<file path="src/rtl/fetch_queue.sv">
// Instruction fetch queue: issues sequential reads to a one-cycle-latency
// instruction memory and buffers the {instruction, pc} pairs in a small FIFO
// for decode. A taken jump flushes the queue and restarts fetching at the
// target. Fetching stops after a HALT word (opcode 4'hF) is captured.
module fetch_queue #(
    parameter int          DEPTH    = 4,
    parameter logic [15:0] PC_RESET = 16'h0000
) (
    input  logic        clk,
    input  logic        reset,
    input  logic        redirect,
    input  logic [15:0] redirect_pc,
    output logic        mem_fetchEnable,
    output logic [15:0] mem_fetchAddr,
    input  logic [15:0] mem_fetchData,
    output logic        out_valid,
    input  logic        out_ready,
    output logic [15:0] out_instruction,
    output logic [15:0] out_pc
);

    localparam int PTR_W = (DEPTH > 1) ? $clog2(DEPTH) : 1;
    localparam int CNT_W = PTR_W + 1;

    logic [15:0]      pcReg;
    logic [PTR_W-1:0] headReg;
    logic [PTR_W-1:0] tailReg;
    logic [CNT_W-1:0] countReg;
    logic             inflightReg;
    logic [15:0]      inflightPcReg;
    logic             haltedReg;

    logic [15:0] instrMem [DEPTH];
    logic [15:0] pcMem    [DEPTH];

    logic [CNT_W-1:0] occupancy;
    logic             creditOk;
    logic             haltReturning;
    logic             pushEn;
    logic             popEn;

    // Fetch credit, halt lookahead and FIFO handshakes. A pop in the current
    // cycle does not free a credit, so the queue can never overflow.
    always_comb begin
        occupancy       = countReg + CNT_W'(inflightReg);
        creditOk        = occupancy < CNT_W'(DEPTH);
        haltReturning   = inflightReg && (mem_fetchData[15:12] == 4'hF);
        mem_fetchEnable = !reset && !redirect && !haltedReg && !haltReturning && creditOk;
        mem_fetchAddr   = pcReg;
        out_valid       = (countReg != '0) && !reset;
        out_instruction = instrMem[headReg];
        out_pc          = pcMem[headReg];
        pushEn          = inflightReg && !redirect && !reset;
        popEn           = out_valid && out_ready && !redirect;
    end

    // Entry storage: the returning word is written at the tail.
    always_ff @(posedge clk) begin
        if (pushEn) begin
            instrMem[tailReg] <= mem_fetchData;
            pcMem[tailReg]    <= inflightPcReg;
        end
    end

    // Control state: reset beats redirect, redirect flushes everything.
    always_ff @(posedge clk) begin
        if (reset) begin
            pcReg         <= PC_RESET;
            headReg       <= '0;
            tailReg       <= '0;
            countReg      <= '0;
            inflightReg   <= 1'b0;
            inflightPcReg <= '0;
            haltedReg     <= 1'b0;
        end else if (redirect) begin
            pcReg       <= redirect_pc;
            headReg     <= '0;
            tailReg     <= '0;
            countReg    <= '0;
            inflightReg <= 1'b0;
            haltedReg   <= 1'b0;
        end else begin
            inflightReg <= mem_fetchEnable;
            if (mem_fetchEnable) begin
                pcReg         <= pcReg + 16'd1;
                inflightPcReg <= pcReg;
            end
            if (pushEn) begin
                tailReg <= tailReg + PTR_W'(1);
                if (haltReturning)
                    haltedReg <= 1'b1;
            end
            if (popEn)
                headReg <= headReg + PTR_W'(1);
            countReg <= countReg + CNT_W'(pushEn) - CNT_W'(popEn);
        end
    end

endmodule

</file>
<file path="config.mk">
export PLATFORM = sky130hd
export DESIGN_NAME = fetch_queue
export DESIGN_NICKNAME = d
export VERILOG_FILES = /design/src/rtl/fetch_queue.sv
export SDC_FILE = /design/constraint.sdc
export NUM_CORES = 1
export LEC_CHECK = 0
export ABC_CLOCK_PERIOD_IN_PS = 3100
export CAP_MARGIN = 5
export CORE_MARGIN = 1.5
export CORE_UTILIZATION = 55
export CTS_BUF_LIST = sky130_fd_sc_hd__clkbuf_8
export DETAILED_ROUTE_END_ITERATION = 10
export PLACE_DENSITY_LB_ADDON = 0.1
export SETUP_SLACK_MARGIN = 0.02
export SLEW_MARGIN = 40
export SYNTH_ARGS = -nofsm -noshare
export SYNTH_HDL_FRONTEND = slang
export SYNTH_SLANG_ARGS = --single-unit
</file>
<file path="constraint.sdc">
create_clock -name clk -period 3.1 [get_ports clk]
set_clock_uncertainty 0.2 [all_clocks]
set_input_delay 0.62 -clock clk [delete_from_list [all_inputs] [get_ports clk]]
set_output_delay 0.62 -clock clk [all_outputs]
set_load 0.01 [all_outputs]
</file>
==> results.tsv, run 1 <==
stage	metric	value	unit
logic_synthesis	mean post-synth cell area	16.14	sq um
layout	final instance area	8277	sq um
detailed_routing	drt total wl	12.26	mm
logic_synthesis	cell area after synthesis	6649	sq um
worst_setup_path	Critical Path RT	2.28	ns
layout	Layout Nets	564	
layout	Area Overhead vs Synth	24.48	%
power_and_ir_drop	logic gate share of total power	4.6	%
logic_synthesis	Syn Nets	456	
worst_setup_path	Crit Reg-Reg Endpoint	countReg[2]$_SDFF_PP0_	
hold_path	WHS Endpoint	inflightPcReg[13]$_SDFFE_PP0P_	
logic_synthesis	Synth Area in Compound Gates	4.987	%
clocking	clk slew on worst S/H paths	0.08	ns
worst_setup_path	crit-path leading delay family	buffers and inverters	
power_and_ir_drop	Clk pwr share	38.3	%
logic_synthesis	main flop type after synthesis	edfxtp_1	
timing	TNS Setup	0	ns
global_route	largest net degree at the start of global routing	34	
global_route	total congestion overflow	0	
placement	DP Area	7799	sq um
logic_synthesis	mux contribution to synthesized area	11.16	%
job	max cap viols	0	
power_and_ir_drop	Reg power frac	57.1	%
logic_synthesis	largest family of logic cells by synthesized area	multiplexers	
detailed_routing	routed wl met3	705	microns
placement	Post-DP HPWL	7.933	mm
logic_synthesis	area share of xor/xnor cells in the synthesized design	1.317	%
logic_synthesis	Post-Synth Simple-Gate Area	7.998	%
clocking	Inserted Clock Buffers	17	
worst_setup_path	RR Startpoint	countReg[1]$_SDFF_PP0_	
global_route	vias in the first global route	3824	
timing	crit share post-route	96.50	%
layout	antenna diode count	0	
power_and_ir_drop	Sw Ratio	19.75	%
clocking	clock buffer depth	2	
layout	Fillers	766	
worst_setup_path	crit path cell chain	clkdlybuf4s50_1 -> and3_4 -> a31oi_4 -> nand3_2 -> inv_2 -> clkdlybuf4s50_1	
die	die area	12760	sq um
clocking	CTS Sinks	171	
die	row cnt	39	
power_and_ir_drop	Max rail drop VDD	0.2774	mV
die	die width	113.0	microns
layout	layout cells sized above 1	20.08	%
logic_synthesis	Seq cells post-synth	171	
timing	Fmax	0.3343	GHz
timing	Slew @ Worst Pin	0.4156	ns
timing	max_slew headroom	72.26	%
timing	final worst path period need	2.991	ns
worst_setup_path	critical path buffer and inverter count	3	
detailed_routing	vias per cell	5.694	
global_route	Total GRT Usage	20.78	%
die	core area	11610	sq um
placement	routability cong.	0.8371	
hold_path	Hold Crit Start	mem_fetchAddr[13]$_SDFFE_PP0P_	
timing	final setup fails	0	
timing	hold_ws	0.3063	ns
worst_setup_path	reg2reg setup slack	0.81	ns
timing	Hold Fails Final Rpt	0	
detailed_routing	M1 WL	5.550	mm
clocking	CTS tree	built	
detailed_routing	Antenna Violating Nets Remaining	0	
global_route	initial antenna violation count	0	
clocking	worst skew pair latency	0.45	ns
clocking	cts hold-fix bufs	0	
power_and_ir_drop	Int Pwr	3529	uW
hold_path	HP Class	register to register	
power_and_ir_drop	Psw	868.5	uW
logic_synthesis	Post-synth EDFFs	128	
logic_synthesis	adder-cell share of the synthesized area	1.618	%
detailed_routing	Vias	3849	
die	die height	113.0	microns
global_route	first-pass GRT wire length	19.73	mm
clocking	CTS H-tree depth	4	
detailed_routing	DRT Pass-1 Iters	6	
worst_setup_path	stages on the worst setup path	6	
placement	port buffer count	85	
worst_setup_path	Largest stage delay, worst path	0.54	ns
hold_path	Worst Hold Depth	2	
worst_setup_path	kind of start point of the critical path	primary input	
logic_synthesis	Post-Syn Instances	412	
worst_setup_path	most used cell, CP	clkdlybuf4s50_1	
logic_synthesis	sequential-to-total area share from yosys stat	70.76	%
layout	commonest non-fill, non-tap cells in the layout	edfxtp_1, clkdlybuf4s50_1, nand2_1	
logic_synthesis	Synth Warn #	0	
worst_setup_path	crit path kind	primary input to output port	
detailed_routing	DR iter-0 viols	295	
timing	Final Max Tran Viols	0	
layout	commonest non-fill, non-tap cell in the layout	edfxtp_1	
detailed_routing	top sig layer	met4	
power_and_ir_drop	LEAKAGE	0.002826	uW
worst_setup_path	crit path max fanout	2	
detailed_routing	DR DRC count	0	
worst_setup_path	Worst R2R Path Depth	9	
detailed_routing	met2 WL	5.851	mm
clocking	Clock Tree Root	clkbuf_8	
worst_setup_path	slowest CP cell	clkdlybuf4s50_1	
timing	RSZ-0062 raised after global routing	false	
run_status	run status	completed	
logic_synthesis	async set-reset flop share out of synthesis	0	%
die	starting density of the core	57.25	%
detailed_routing	wire length per cell	18.13	microns
power_and_ir_drop	pwr/cell area	531.3	nW/um^2
worst_setup_path	CP Data Arrival Time	2.17	ns
logic_synthesis	Cell variety after synth	52	
worst_setup_path	crit path capture type	output port	
die	num ports	86	
-- routing by layer --
metal | track usage (%) | up-vias
met5 | 0 | -
met4 | 8.083 | 0
met3 | 5.088 | 14
met2 | 32.07 | 125
met1 | 29.12 | 1904
li1 | - | 1806
-- Yosys cell counts (all sizes together), types with 2 or more instances --
library cell,count,share of area [%]
a21oi,22,1.7
and3,6,0.66
nand2,54,3.0
nor2,15,0.88
clkbuf,12,0.68
and2,2,0.19
a32oi,3,0.40
edfxtp,128,58
a31oi,6,0.79
nor4,3,0.28
or3,3,0.38
nand4,4,0.60
o311ai,3,0.40
xnor2,6,0.79
inv,13,0.73
a221oi,2,0.26
a311oi,3,0.40
nor3,4,0.30
mux4,32,11
xor2,4,0.53
nand3,8,0.75
ha,7,1.3
or4,3,0.34
buf,9,0.75
dfxtp,43,13
or2,3,0.28
-- metrics by stage --
stage	cells	setup slack (ns)	power (uW)	util, %
floorplan	412	0.2281	2639	-
global placement	640	0.09436	2759	67.15
detailed placement	640	0.09440	2765	67.15
CTS	676	0.03791	4430	71.26
global route	676	0.04825	4540	71.27
finish	676	0.1086	4397	71.27
-- sequential cells by signal, indices dropped and copies added, names as in the netlist, named ones only --
| name | flops |
|---|---|
| instrMem | 64 |
| pcMem | 64 |
| inflightPcReg | 16 |
| mem_fetchAddr | 16 |
| countReg | 3 |
| headReg | 2 |
| tailReg | 2 |
| haltedReg | 1 |
| inflightReg | 1 |
-- power by group through the flow --
stage	combinational (uW)	sequential, uW	clock [uW]
final	203	2510	1680
after global routing	221	2510	1800
after CTS	204	2510	1720
after detailed placement	203	2560	0
after global placement	199	2560	0
after floorplan	82.0	2560	0
-- layout make-up --
type	instances	area, sq um	share of cell area (%)
Multi-Input combinational cell	207	1805	21.81
Inverter	13	48.80	0.5896
Clock inverter	15	206.4	2.494
Timing Repair Buffer	110	1092	13.20
Tap cell	143	178.9	2.162
Clock buffer	17	234.0	2.827
Sequential cell	171	4711	56.92
-- worst min-delay path, cell delays in order (launching register included) --
cell and delay [ns]:
dfxtp_1 0.34, nand2_1 0.07, a21oi_1 0.05
-- logic make-up (layout without fill, tap and decap cells) --
logic type                 count (synthesis)  count (layout)
AOI/OAI and AO/OA                         48              48
xor gates and xnor gates                  10              10
adders and majority gates                  8               8
buffers and inverters                     34             155
DFF                                      171             171
muxes                                     34              34
and+or+nand+nor                          107             107
-- worst max-delay path by stage --
stage | from | endpoint | slack (ns)
final | mem_fetchData[13] | mem_fetchEnable | 0.11
after global routing | mem_fetchData[13] | mem_fetchEnable | 0.05
after CTS | inflightReg$_SDFF_PP0_ | mem_fetchEnable | 0.04
after detailed placement | mem_fetchData[13] | mem_fetchEnable | 0.09
after global placement | mem_fetchData[13] | mem_fetchEnable | 0.09
after floorplan | reset | countReg[2]$_SDFF_PP0_ | 0.23
-- repair_timing --
item                                   CTS  global route
gates resized for setup                  2             1
endpoints found under the hold margin    0             0
setup endpoints to repair               25             1
pin swaps                                0             0
setup buffers                            4             0
Note: power is estimated with default switching activity, not from simulation.
==> inputs of run 2 (changes only) <==
CELL_PAD_IN_SITES_DETAIL_PLACEMENT = 0   (was default)
CELL_PAD_IN_SITES_GLOBAL_PLACEMENT = 1   (was default)
CORE_MARGIN = 3   (was 1.5)
CORE_UTILIZATION = 48   (was 55)
==> run 2 against run 1 <==
Die area up 20%. Hold slack worse by 0.019 ns. Sequential share of layout area down 0.12 points.
==> results.tsv, run 2 (same netlist as run 1, synthesis figures left out) <==
stage	metric	value	unit
run_status	run status	completed	
layout	layout cells sized above 1	17.84	%
job	max cap viols	0	
clocking	CTS tree	built	
placement	port buffer count	85	
power_and_ir_drop	Psw	836.2	uW
layout	antenna diode count	0	
power_and_ir_drop	Sw Ratio	19.13	%
placement	routability cong.	0.8635	
timing	RSZ-0062 raised after global routing	false	
worst_setup_path	crit path capture type	output port	
power_and_ir_drop	Clk pwr share	37.9	%
power_and_ir_drop	Power Total	4371	uW
worst_setup_path	CP Data Arrival Time	2.18	ns
global_route	largest net degree at the start of global routing	33	
detailed_routing	DR iter-0 viols	234	
layout	Fillers	1053	
layout	Layout Nets	558	
global_route	total congestion overflow	0	
worst_setup_path	Critical Path RT	2.28	ns
worst_setup_path	crit path kind	primary input to output port	
detailed_routing	Antenna Violating Nets Remaining	0	
clocking	clock buffer depth	2	
clocking	Inserted Clock Buffers	17	
timing	final worst path period need	2.998	ns
clocking	Clock Tree Root	clkbuf_8	
clocking	clk slew on worst S/H paths	0.07	ns
power_and_ir_drop	LEAKAGE	0.002829	uW
power_and_ir_drop	Max rail drop VDD	0.2280	mV
placement	Post-DP HPWL	8.056	mm
timing	crit share post-route	96.70	%
global_route	Total GRT Usage	17.50	%
layout	top flop regs	instrMem: 64 flops, pcMem: 64 flops	
die	starting density of the core	49.62	%
worst_setup_path	kind of start point of the critical path	primary input	
worst_setup_path	crit path max fanout	5	
die	row cnt	42	
die	core area	13400	sq um
die	die height	123.7	microns
timing	Final Max Tran Viols	0	
detailed_routing	vias per cell	5.421	
timing	Hold Fails Final Rpt	0	
timing	Fmax	0.3336	GHz
global_route	vias in the first global route	3756	
layout	commonest non-fill, non-tap cell in the layout	edfxtp_1	
detailed_routing	DRT Pass-1 Iters	4	
clocking	CTS H-tree depth	4	
layout	commonest non-fill, non-tap cells in the layout	edfxtp_1, clkdlybuf4s50_1, nand2_1	
global_route	first-pass GRT wire length	19.73	mm
timing	final setup fails	0	
die	die width	123.7	microns
power_and_ir_drop	logic gate share of total power	4.7	%
worst_setup_path	reg2reg setup slack	0.68	ns
die	die area	15300	sq um
power_and_ir_drop	pwr/cell area	527.6	nW/um^2
detailed_routing	drt total wl	12.45	mm
global_route	initial antenna violation count	0	
detailed_routing	wire length per cell	17.71	microns
timing	max_slew headroom	70.68	%
timing	Slew @ Worst Pin	0.4364	ns
timing	TNS Setup	0	ns
layout	Area Overhead vs Synth	24.61	%
clocking	worst skew pair latency	0.44	ns
clocking	CTS Sinks	171	
die	num ports	86	
detailed_routing	Vias	3811	
detailed_routing	DR DRC count	0	
hold_path	HP Class	primary input to register	
power_and_ir_drop	Int Pwr	3535	uW
power_and_ir_drop	Reg power frac	57.4	%
-- run 2: cell types whose count changed in the layout (fill, tap and decap cells not counted), sizes merged --
cell and change:
buf -6, clkinv -5, clkbuf +4, inv +3
clkdlybuf4s50 -2, dlymetal6s2s +2, bufinv -1, clkinvlp -1
-- run 2: layout make-up --
cell class,count,area (sq um),area share [%]
Clock inverter,11,152.6,1.842
Multi-Input combinational cell,207,1808,21.82
Sequential cell,171,4706,56.80
Inverter,13,48.80,0.5889
Tap cell,176,220.2,2.658
Timing Repair Buffer,104,1061,12.81
Clock buffer,21,289.0,3.488
-- run 2: power by group through the flow --
| stage | clock (uW) | combinational, uW | sequential (uW) |
|---|---|---|---|
| finish | 1660 | 206 | 2510 |
| global route | 1800 | 224 | 2510 |
| CTS | 1710 | 209 | 2510 |
| detailed placement | 0 | 207 | 2560 |
| global placement | 0 | 204 | 2560 |
| floorplan | 0 | 82.0 | 2560 |
-- run 2: metal layers --
layer,vias to the layer above,GRT usage (%),wire [microns]
li1,1797,-,-
met1,1882,23.85,5586
met2,116,26.80,6002
met3,16,4.314,650
met4,0,7.889,212
met5,-,0,0
-- run 2: worst max-delay path, cell delays in order --
cell             delay, ns
clkdlybuf4s50_1       0.52
a31oi_4               0.28
nand3_2               0.14
inv_2                 0.08
clkdlybuf4s50_1       0.53
-- run 2: timing repair --
action | 4_1_cts | 5_1_grt
hold buffers | 0 | 0
endpoints found under the setup margin | 1 | 1
pin swaps | 1 | 0
setup buffers | 1 | 0
resized for setup | 0 | 3
-- run 2: worst paths after layout --
path | from | end | depth (start not counted)
worst max-delay path | mem_fetchData[15] | mem_fetchEnable | 5
worst min-delay path | mem_fetchData[13] | instrMem[2][13]$_DFFE_PP_ | 1
worst max register to register | countReg[1]$_SDFF_PP0_ | countReg[2]$_SDFF_PP0_ | 9
worst min register to register | inflightPcReg[14]$_SDFFE_PP0P_ | inflightPcReg[14]$_SDFFE_PP0P_ | 2
-- run 2: through the flow --
| stage | hold WS (ns) | cell area [sq um] | setup WS [ns] | utilization, % | std cells |
|---|---|---|---|---|---|
| 6_report | 0.2874 | 8285 | 0.1023 | 61.83 | 703 |
| 5_1_grt | 0.2472 | 8285 | 0.04263 | 61.83 | 703 |
| 4_1_cts | 0.3015 | 8273 | 0.02570 | 61.74 | 703 |
| 3_5_place_dp | 0.2901 | 7824 | -0.03732 | 58.38 | 670 |
| 3_3_place_gp | 0.2749 | 7824 | -0.02198 | 58.38 | 670 |
| 2_1_floorplan | 0.2600 | 6649 | 0.2281 | - | 412 |
